## config.mk

```make
export PLATFORM = sky130hd
export DESIGN_NAME = crop_max_filter
export DESIGN_NICKNAME = d
export VERILOG_FILES = /design/src/rtl/crop_pkg.sv /design/src/rtl/crop_buffer.sv /design/src/rtl/crop_max_filter.sv
export SDC_FILE = /design/constraint.sdc
export NUM_CORES = 1
export LEC_CHECK = 0
export ABC_AREA = 1
export CAP_MARGIN = 5
export CORE_ASPECT_RATIO = 1.4
export CORE_MARGIN = 2
export CORE_UTILIZATION = 56
export CTS_BUF_LIST = sky130_fd_sc_hd__clkbuf_8
export CTS_CLUSTER_DIAMETER = 120
export CTS_CLUSTER_SIZE = 16
export DETAILED_ROUTE_END_ITERATION = 10
export GPL_TIMING_DRIVEN = 1
export PLACE_DENSITY_LB_ADDON = 0.3
export RECOVER_POWER = 25
export SLEW_MARGIN = 0
export SYNTH_ARGS = -nofsm -noshare
export SYNTH_HDL_FRONTEND = slang
export SYNTH_HIERARCHICAL = 1
export SYNTH_SLANG_ARGS = --single-unit
```

## constraint.sdc

```tcl
create_clock -name clk -period 6.4 [get_ports clk]
set_input_delay 0.96 -clock clk [delete_from_list [all_inputs] [get_ports clk]]
set_output_delay 0.96 -clock clk [all_outputs]
set_load 0.1 [all_outputs]
```

## src/rtl/crop_pkg.sv

```systemverilog
// Shared types and helpers for the crop/max capture stage that feeds the normalizer.
// The pixel type, state encoding and origin clamp live here so the top and the buffer agree.
package crop_pkg;

    typedef logic [7:0] pixel_t;

    typedef enum logic [2:0] {
        IDLE    = 3'd0,
        SYNC    = 3'd1,
        CAPTURE = 3'd2,
        DONE    = 3'd3,
        STREAM  = 3'd4
    } state_t;

    localparam int DEF_IN_ROWS  = 16;
    localparam int DEF_IN_COLS  = 16;
    localparam int DEF_OUT_ROWS = 10;
    localparam int DEF_OUT_COLS = 10;

    function automatic int unsigned buf_depth(input int unsigned rows, input int unsigned cols);
        return rows * cols;
    endfunction

    function automatic int unsigned addr_width(input int unsigned depth);
        return (depth > 1) ? $clog2(depth) : 1;
    endfunction

    // Keeps the window fully inside the raw frame by pulling the origin back if needed.
    function automatic int unsigned clamp_origin(input int unsigned req, input int unsigned limit);
        return (req > limit) ? limit : req;
    endfunction

endpackage

```

## src/rtl/crop_buffer.sv

```systemverilog
// Simple dual-port pixel RAM holding the cropped window.
// Synchronous write, registered read with one cycle of latency, array left unreset.
module crop_buffer
    import crop_pkg::*;
#(
    parameter int DEPTH = 100,
    parameter int AW    = 7
) (
    input  logic          clk,
    input  logic          wr_en,
    input  logic [AW-1:0] wr_addr,
    input  pixel_t        wr_data,
    input  logic          rd_en,
    input  logic [AW-1:0] rd_addr,
    output pixel_t        rd_data
);

    pixel_t mem [DEPTH];

    always_ff @(posedge clk) begin
        if (wr_en) begin
            mem[wr_addr] <= wr_data;
        end
    end

    always_ff @(posedge clk) begin
        if (rd_en) begin
            rd_data <= mem[rd_addr];
        end
    end

endmodule

```

## src/rtl/crop_max_filter.sv

```systemverilog
// Captures a programmable window of a raw 8-bit frame, reports its maximum on ap_done,
// then streams the buffered crop out in raster order.
module crop_max_filter
    import crop_pkg::*;
#(
    parameter int IN_ROWS  = DEF_IN_ROWS,
    parameter int IN_COLS  = DEF_IN_COLS,
    parameter int OUT_ROWS = DEF_OUT_ROWS,
    parameter int OUT_COLS = DEF_OUT_COLS
) (
    input  logic                       clk,
    input  logic                       srst,
    input  logic                       ap_start,
    output logic                       ap_idle,
    output logic                       ap_ready,
    output logic                       ap_done,
    input  logic [$clog2(IN_ROWS)-1:0] crop_row,
    input  logic [$clog2(IN_COLS)-1:0] crop_col,
    input  logic                       s_axis_tvalid,
    output logic                       s_axis_tready,
    input  logic [7:0]                 s_axis_tdata,
    input  logic                       s_axis_tuser,
    output logic [7:0]                 max_value,
    output logic                       max_value_tvalid,
    output logic                       m_axis_tvalid,
    input  logic                       m_axis_tready,
    output logic [7:0]                 m_axis_tdata,
    output logic                       m_axis_tlast
);

    localparam int RW    = $clog2(IN_ROWS);
    localparam int CW    = $clog2(IN_COLS);
    localparam int DEPTH = buf_depth(OUT_ROWS, OUT_COLS);
    localparam int AW    = addr_width(DEPTH);

    state_t        state;
    logic [RW-1:0] row_cnt;
    logic [CW-1:0] col_cnt;
    logic [RW-1:0] org_row;
    logic [CW-1:0] org_col;
    pixel_t        run_max;
    pixel_t        max_q;

    logic          s_hs;
    logic          capture_beat;
    logic [RW-1:0] pix_row;
    logic [CW-1:0] pix_col;
    logic [RW-1:0] rel_row;
    logic [CW-1:0] rel_col;
    logic          in_win;
    logic          last_pix;
    pixel_t        base_max;
    pixel_t        win_max;
    logic [AW-1:0] wr_addr;
    logic          wr_en;

    logic [AW-1:0] rd_addr;
    logic          rd_all;
    logic          rd_en;
    logic          inflight;
    logic          inflight_last;
    pixel_t        ram_q;
    logic          out_valid;
    logic          out_last;
    pixel_t        out_data;
    logic          pf_valid;
    logic          pf_last;
    pixel_t        pf_data;
    logic          pop;
    logic [1:0]    occ;

    assign ap_idle          = (state == IDLE);
    assign ap_ready         = (state == IDLE);
    assign ap_done          = (state == DONE);
    assign max_value_tvalid = (state == DONE);
    assign max_value        = max_q;
    assign s_axis_tready    = (state == SYNC) || (state == CAPTURE);

    // A tuser beat always counts as pixel (0,0), both for the first SOF and for a mid-frame restart.
    assign s_hs         = s_axis_tvalid && s_axis_tready;
    assign capture_beat = s_hs && ((state == CAPTURE) || s_axis_tuser);
    assign pix_row      = s_axis_tuser ? '0 : row_cnt;
    assign pix_col      = s_axis_tuser ? '0 : col_cnt;
    assign rel_row      = pix_row - org_row;
    assign rel_col      = pix_col - org_col;
    assign in_win       = (pix_row >= org_row) && (32'(rel_row) < OUT_ROWS) &&
                          (pix_col >= org_col) && (32'(rel_col) < OUT_COLS);
    assign last_pix     = (pix_row == RW'(IN_ROWS - 1)) && (pix_col == CW'(IN_COLS - 1));
    assign base_max     = s_axis_tuser ? '0 : run_max;
    assign win_max      = (in_win && (s_axis_tdata > base_max)) ? s_axis_tdata : base_max;
    assign wr_addr      = AW'(rel_row) * AW'(OUT_COLS) + AW'(rel_col);
    assign wr_en        = capture_beat && in_win;

    // Frame control: origin latch, raster counters, running max and the reported max.
    always_ff @(posedge clk or posedge srst) begin
        if (srst) begin
            state   <= IDLE;
            row_cnt <= '0;
            col_cnt <= '0;
            org_row <= '0;
            org_col <= '0;
            run_max <= '0;
            max_q   <= '0;
        end else begin
            case (state)
                IDLE: begin
                    if (ap_start) begin
                        org_row <= RW'(clamp_origin(32'(crop_row), IN_ROWS - OUT_ROWS));
                        org_col <= CW'(clamp_origin(32'(crop_col), IN_COLS - OUT_COLS));
                        run_max <= '0;
                        row_cnt <= '0;
                        col_cnt <= '0;
                        state   <= SYNC;
                    end
                end
                SYNC, CAPTURE: begin
                    if (capture_beat) begin
                        run_max <= win_max;
                        if (last_pix) begin
                            max_q <= (win_max == '0) ? pixel_t'(1) : win_max;
                            state <= DONE;
                        end else begin
                            state <= CAPTURE;
                            if (pix_col == CW'(IN_COLS - 1)) begin
                                col_cnt <= '0;
                                row_cnt <= pix_row + 1'b1;
                            end else begin
                                col_cnt <= pix_col + 1'b1;
                                row_cnt <= pix_row;
                            end
                        end
                    end
                end
                DONE: begin
                    state <= STREAM;
                end
                STREAM: begin
                    if (m_axis_tvalid && m_axis_tready && m_axis_tlast) begin
                        state <= IDLE;
                    end
                end
                default: begin
                    state <= IDLE;
                end
            endcase
        end
    end

    crop_buffer #(
        .DEPTH (DEPTH),
        .AW    (AW)
    ) u_buffer (
        .clk     (clk),
        .wr_en   (wr_en),
        .wr_addr (wr_addr),
        .wr_data (s_axis_tdata),
        .rd_en   (rd_en),
        .rd_addr (rd_addr),
        .rd_data (ram_q)
    );

    // Output register plus one prefetch entry: a read is issued only if its data is guaranteed a slot.
    assign pop   = out_valid && m_axis_tready;
    assign occ   = {1'b0, out_valid} + {1'b0, pf_valid} + {1'b0, inflight};
    assign rd_en = (state == STREAM) && !rd_all && ((occ - {1'b0, pop}) < 2'd2);

    always_ff @(posedge clk or posedge srst) begin
        if (srst) begin
            rd_addr       <= '0;
            rd_all        <= 1'b0;
            inflight      <= 1'b0;
            inflight_last <= 1'b0;
            out_valid     <= 1'b0;
            out_last      <= 1'b0;
            out_data      <= '0;
            pf_valid      <= 1'b0;
            pf_last       <= 1'b0;
            pf_data       <= '0;
        end else if (state != STREAM) begin
            rd_addr       <= '0;
            rd_all        <= 1'b0;
            inflight      <= 1'b0;
            inflight_last <= 1'b0;
            out_valid     <= 1'b0;
            out_last      <= 1'b0;
            pf_valid      <= 1'b0;
            pf_last       <= 1'b0;
        end else begin
            inflight      <= rd_en;
            inflight_last <= rd_en && (rd_addr == AW'(DEPTH - 1));
            if (rd_en) begin
                if (rd_addr == AW'(DEPTH - 1)) begin
                    rd_all <= 1'b1;
                end else begin
                    rd_addr <= rd_addr + 1'b1;
                end
            end
            if (!out_valid || pop) begin
                if (pf_valid) begin
                    out_valid <= 1'b1;
                    out_data  <= pf_data;
                    out_last  <= pf_last;
                    pf_valid  <= inflight;
                    pf_data   <= ram_q;
                    pf_last   <= inflight_last;
                end else begin
                    out_valid <= inflight;
                    out_data  <= ram_q;
                    out_last  <= inflight_last;
                end
            end else if (inflight) begin
                pf_valid <= 1'b1;
                pf_data  <= ram_q;
                pf_last  <= inflight_last;
            end
        end
    end

    assign m_axis_tvalid = out_valid;
    assign m_axis_tdata  = out_data;
    assign m_axis_tlast  = out_last;

endmodule

```

# Word level (Yosys, flattened, before mapping)
# Memory sizes are Yosys's and may differ from the RTL's. A register that Yosys moved wholly into a read port is not among the register bits.
# Index checks and enable logic that the tools add are counted.
[op_classes] addsub=9 mul=1 n_lt_le_gt_ge=8 eq_ne=15 mux=52 n_bitwise=1 reduce_logical=37
[ops] cell="8-bit two-way mux" n=9
[ops] cell="4-bit two-way mux" n=11
[ops] cell="1-bit two-way mux" n=22
[ops] cell="7-bit two-way mux" n=3
[ops] cell="4-bit case mux with 2 select lines" n=2
[ops] cell="8-bit case mux with 2 select lines" n=1
[ops] cell="1-bit logical AND" n=13
[ops] cell="2-bit inequality test (second input constant)" n=6
[ops] cell="3-bit case mux with 4 select lines" n=1
[ops] cell="3-bit AND reduction" n=4
[ops] cell="2-bit AND reduction" n=5
[ops] cell="2-bit nonzero test" n=5
[ops] cell="3-bit two-way mux" n=3
[ops] cell="4-bit by 1-bit adder with 4-bit output (second input constant)" n=2
[ops] cell="4-bit == test (second input constant)" n=2
[ops] cell="4-bit greater-or-equal comparator" n=2
[ops] cell="4-bit by 3-bit > comparator with 1-bit output (second input constant)" n=2
[ops] cell="8-bit > comparator" n=1
[ops] cell="8-bit logical NOT" n=1
[ops] cell="4-bit less-than comparator (second input constant)" n=2
[ops] cell="4-bit subtractor" n=2
[ops] cell="7-bit by 1-bit adder with 7-bit output (second input constant)" n=1
[ops] cell="7-bit by 4-bit adder with 7-bit output" n=1
[ops] cell="7-bit == test (second input constant)" n=1
[ops] cell="other kinds (16)" n=21
[totals] reg_bits=65 ramBits=800 inputBits=22 output_inout_bits=23 wordCells=141 mem_count=1
[memory_table] memory="u_buffer.mem" words=100 width=8 read_ports=1 rd_clocked_by_memory_dff=1 wr=1 line_no="crop_buffer.sv:18" text="pixel_t mem [DEPTH];"

# Longest topological paths before layout
# Gate-level depths: netlist of the first run.
[logic_depth] depth_word=10 ltp_mapped=20 mapped_depth_nobuf=20

# Modules after synthesis
# Netlist of the first run, hierarchy kept.
[modules_own_cells] mod="crop_buffer" instances=1 cells_per_inst=2867 area_per_inst_um2=33353.2 seq_area_each_um2=24263.3
[modules_own_cells] mod="crop_max_filter" instances=1 cells_per_inst=505 area_per_inst_um2=4006.3 seq_area_each_um2=1626.6

# Worst setup path before layout of the first run
# No wires, ideal clock.
[synth_timing] path_type="input to register" startpoint="input s_axis_tuser" endpoint="memory u_buffer/mem[57][0] in the netlist's numbering (enable)" setup_ns=0.395 t_arrival_ns=4.764 required_ns=6.005 setup_slack_ns=1.241 cell_stages=14 path_buffers=1 path_cell_list="buf_2 -> nor2_1 -> inv_1 -> ha_1 -> inv_1 -> fa_1 -> ha_1 -> ha_1 -> fa_1 -> nor3b_1 -> xor2_1 -> nor2_1 -> nand3_1 -> nor4_1"
[synth_between] word_cells_on_any_way=18 classes_between="add/sub (3); mul (1); order compare (4); mux (4); reduce/logical (6)"
[synth_lines] item="start: declaration" line_no="crop_max_filter.sv:22" text="input logic s_axis_tuser,"
[synth_lines] item="4-bit two-way mux" line_no="crop_max_filter.sv:82" text="assign pix_row = s_axis_tuser ? '0 : row_cnt;"
[synth_lines] item="4-bit subtractor" line_no="crop_max_filter.sv:84" text="assign rel_row = pix_row - org_row;"
[synth_lines] item="4-bit by 3-bit multiplier with 6-bit output" line_no="crop_max_filter.sv:91" text="assign wr_addr = AW'(rel_row) * AW'(OUT_COLS) + AW'(rel_col);"
[synth_lines] item="7-bit by 4-bit adder with 7-bit output *" line_no="crop_max_filter.sv:91"
[synth_lines] item="via wr_addr[6]" line_no="crop_max_filter.sv:54" text="logic [AW-1:0] wr_addr;"
[synth_lines] item="end: declaration" line_no="crop_buffer.sv:18"
# The timed path passes the listed nets; every way through them passes the cells marked *.

# Final worst setup path of the first run
[layout_timing] startpoint="input s_axis_tdata[6]" endpoint="memory u_buffer/mem[10][6] in the netlist's numbering (data pin)"
[layout_lines] item="start: declaration" line_no="crop_max_filter.sv:21" text="input logic [7:0] s_axis_tdata,"
# Straight into the memory's write port.

==> results of run 1 <==
## metrics by stage
step / power (mW) / utilization, %
after global placement: 10.52 / 57.76
after floorplan: 9.401 / -
after detailed placement: 10.58 / 57.76
after global routing: 13.60 / 59.09
after CTS: 13.03 / 59.19
final: 13.07 / 59.09
## routing by layer
metal	wire (µm)	vias up
met2	46620	1378
met3	7871	259
li1	-	11530
met4	6163	0
met1	35010	12120
met5	0	-
## final cells by class
type	count	area, µm²
Clock buffer	61	839.6
Fill cell	5192	27120
Sequential cell	873	25900
Antenna cell	1	2.502
Clock inverter	26	110.1
Tap cell	855	1070
Inverter	151	589.3
Multi-Input combinational cell	2164	9716
Timing Repair Buffer	118	935.9
## flip-flops by register name, indices dropped and copies added, names as in the netlist, 3 cells and up
| signal | count |
|---|---|
| u_buffer/mem | 800 |
| m_axis_tdata | 8 |
| max_value | 8 |
| pf_data | 8 |
| run_max | 8 |
| u_buffer/rd_data | 8 |
| rd_addr | 7 |
| col_cnt | 4 |
| org_col | 4 |
| org_row | 4 |
| row_cnt | 4 |
| state | 3 |
## where the power goes
group | internal [mW] | switching, mW | leakage (nW)
Combinational | 0.932 | 3.20 | 5.80
Clock | 0.873 | 1.65 | 0.566
Sequential | 6.32 | 0.0962 | 8.11
## path summary, 6_finish.rpt
kind	start	slack [ns]	end
setup / recovery	s_axis_tdata[6]	0.74	u_buffer/mem[10][6]$_DFFE_PP_
hold / removal	org_row[3]$_DFFE_PP0P_	0.47	org_row[3]$_DFFE_PP0P_
setup reg to reg	row_cnt[0]$_DFFE_PP0P_	1.61	u_buffer/mem[82][3]$_DFFE_PP_
hold reg to reg	org_row[3]$_DFFE_PP0P_	0.47	org_row[3]$_DFFE_PP0P_
max in group asynchronous	srst	1.92	rd_addr[1]$_DFFE_PP0P_
min in group asynchronous	srst	2.03	m_axis_tvalid$_DFFE_PP0P_
## layout by cell type, fill, tap and decap left out, drive strengths merged, types with 3 or more instances in the layout
cell | synthesis | layout
nor4 | 3 | 3
nor2 | 147 | 147
clkdlybuf4s50 | 0 | 35
a21oi | 31 | 31
clkinv | 1 | 3
clkbuf | 38 | 75
inv | 150 | 172
xor2 | 5 | 5
buf | 146 | 68
fa | 4 | 4
nand3 | 663 | 663
edfxtp | 808 | 808
o21ai | 54 | 54
a31oi | 3 | 3
nand4 | 6 | 6
xnor2 | 3 | 3
or2 | 3 | 3
o211ai | 13 | 13
dfrtp | 65 | 65
nor3 | 12 | 12
ha | 27 | 27
a221o | 6 | 6
nand2 | 1167 | 1167
## cell families after synthesis
group | count (synthesis) | synth area share [%]
xor gates and xnor gates | 8 | 0.1876
DFF | 873 | 69.30
buffers and inverters | 335 | 4.655
and+or+nand+nor | 2007 | 22.80
AOI/OAI and AO/OA | 117 | 1.909
muxes | 1 | 0.02679
adders and majority gates | 31 | 1.119
==> qor.tcl, run 1 <==
set qor(cells_along_the_critical_path) {clkbuf_1 -> clkbuf_1}
set qor(dieArea_um2) 68820
set qor(detailedRoute.firstIterationViolations) 2878
set qor(cts_resized) 0
set qor(ctsRootBufferMaster) {clkbuf_8}
set qor(cp.required_ns) 6.43
set qor(synth_top_cells_by_count) {1160 x nand2_1, 808 x edfxtp_1, 659 x nand3_1, 140 x inv_1, 140 x nor2_1}
set qor(leakage_dissipation_nw) 14.48
set qor(fin_hold_ws_ns) 0.4728
set qor(max_slew.worst_pin.slew_ns) 3.539
set qor(synth.largest_area_cell) {edfxtp_1}
set qor(source_to_sink_clock_delay_at_the_later_pin_of_the_worst_skew_pair_ns) 0.75
set qor(finish.instance_area_um2) 39160
set qor(crit_path_top_delay_cell) {clkbuf_1}
set qor(post-cts-setup-buffer-count) 0
set qor(synth_ff_type) {edfxtp_1}
set qor(preCtsSetupSlack_ns) 0.2592
set qor(number_of_placement_rows) 112
set qor(max_freq_ghz) 0.1768
set qor(core_region_area_um2) 66280
set qor(grtUsageMet2_pct) 47.10
set qor(design.final.nets) 3421
set qor(final_standard_cell_count_with_taps_included_and_fillers_excluded) 4249
set qor(use_met1_pct) 33.76
set qor(critPathMaxStageDelay_ns) 2.62
set qor(syn_area_um2) 37360
set qor(groute.layer.met3.usage_pct) 3.703
set qor(synth.area.top_cells) {edfxtp_1 65%, nand2_1 12%, nand3_1 8.8%, dfrtp_1 4.4%, inv_1 1.4%}
set qor(tritoncts) {built}
set qor(chipWidth_um) 222.3
set qor(worst_ep_arrival_time_ns) 5.68
set qor(wl_per_cell_um) 22.51
set qor(ys_seq_area_share_pct) 69.30
set qor(die-height_um) 309.6
set qor(ctsHoldBuffers) 0
set qor(cts_htree_levels) 2
set qor(post_dp_cell_area_um2) 38290
set qor(gpl.final_weighted_congestion) 0.9488
set qor(worst_path_dominant_cell_family) {buffers and inverters}
set qor(count_of_flip_flops_with_a_built_in_enable_after_synthesis) 808
set qor(drt-pass1-iter-count) 7
set qor(worst-path-max-fanout) 56
set qor(cts_buffer_depth) 3
set qor(final_period_minus_worst_setup_slack_ns) 5.656
set qor(grt_start_max_net_pins) 247
set qor(r2r.worst_path.cells) 17
set qor(io_buffer_count) 44
set qor(clkTransAtPathRegs_ns) 0.10
set qor(worst-setup-path-type) {primary input to flip-flop}
set qor(drt_drc_violations_left) 0
set qor(start_util_pct) 56.36
set qor(design.portCount) 45
set qor(slew-limit-headroom_pct) -135.9
set qor(post-route-period-util_pct) 88.37
set qor(crit_path_end_kind) {flip-flop}
set qor(routed_wirelength_mm) 95.67
set qor(mappedNetlistNets) 3425
set qor(max_cap_viols) 11
set qor(post-place-cells) 4161
set qor(yosysUniqueCellTypes) 52
set qor(synthesis.area_per_instance_um2) 11.08
set qor(number_of_global_route_vias_before_repair) 24920
set qor(ys.warnings.count) 6
set qor(global_route.overflow_total) 0
set qor(finalMaxSlewViolations) 509
set qor(dp.final_hpwl_mm) 59.48
set qor(global_route_wire_length_before_repair_mm) 142.4
set qor(tritoncts.num_buffers) 60
set qor(number_of_buffers_and_inverters_on_the_critical_path) 2
set qor(layout_setup_ws_ns) 0.7442
set qor(post_route_cells_drive_above_1_share_pct) 4.892
set qor(fin_worst_skew_ns) 0.03556
set qor(finalHoldViolCount) 0
set qor(number_of_instances_in_the_synthesized_netlist) 3372
set qor(timing.critical_path.depth) 2
set qor(worst_vdd_ir_uv) 523.5
set qor(classification_of_the_worst_slack_hold_path) {flip-flop to flip-flop}
set qor(report.final.setup_viol) 0
set qor(worstHoldPathCells) 2
set qor(unrepaired_setup_endpoints_after_global_routing) {false}
set qor(cts_sinks) 873
set qor(failing_checks) {max-capacitance violations, max-slew violations}
set qor(groute.usage.overall_pct) 27.63
set qor(synth_async_sr_flop_share_pct) 7.446
set qor(via_per_inst) 5.951
set qor(synth_top_area_share_pct) 64.95
set qor(final.setup.tns_ns) 0
set qor(drt.antenna.violating_nets) 0
set qor(number_of_antenna_violations_at_the_first_check_in_global_routing) 1
set qor(worstSetupStartpointType) {primary input}
set qor(synth.most_common_cell) {nand2_1}
set qor(run_status) {finished with violations}
set qor(postSynthRegisterBits) 873
set qor(critical_path.most_common_cell) {clkbuf_1}
set qor(power.density_nw_per_um2) 333.8
set qor(most_utilized_layer_in_the_global_route_result) {met2}
set qor(vias_after_detailed_routing) 25290
set qor(area_growth_syn_to_layout_pct) 4.829
Note: power is estimated with default switching activity, not from simulation.
==> run 2: changes to the inputs <==
--- a/config.mk
+++ b/config.mk
@@ -6,7 +6,7 @@
 export NUM_CORES = 1
 export LEC_CHECK = 0
 export ABC_AREA = 1
-export CAP_MARGIN = 5
+export ABC_CLOCK_PERIOD_IN_PS = 6400
 export CORE_ASPECT_RATIO = 1.4
 export CORE_MARGIN = 2
 export CORE_UTILIZATION = 56
@@ -15,6 +15,7 @@
 export CTS_CLUSTER_SIZE = 16
 export DETAILED_ROUTE_END_ITERATION = 10
 export GPL_TIMING_DRIVEN = 1
+export HOLD_SLACK_MARGIN = 0.03
 export PLACE_DENSITY_LB_ADDON = 0.3
 export RECOVER_POWER = 25
 export SLEW_MARGIN = 0
==> results of run 2 <==
Same layout as run 1: the final DEF is identical, and so are final timing and power.
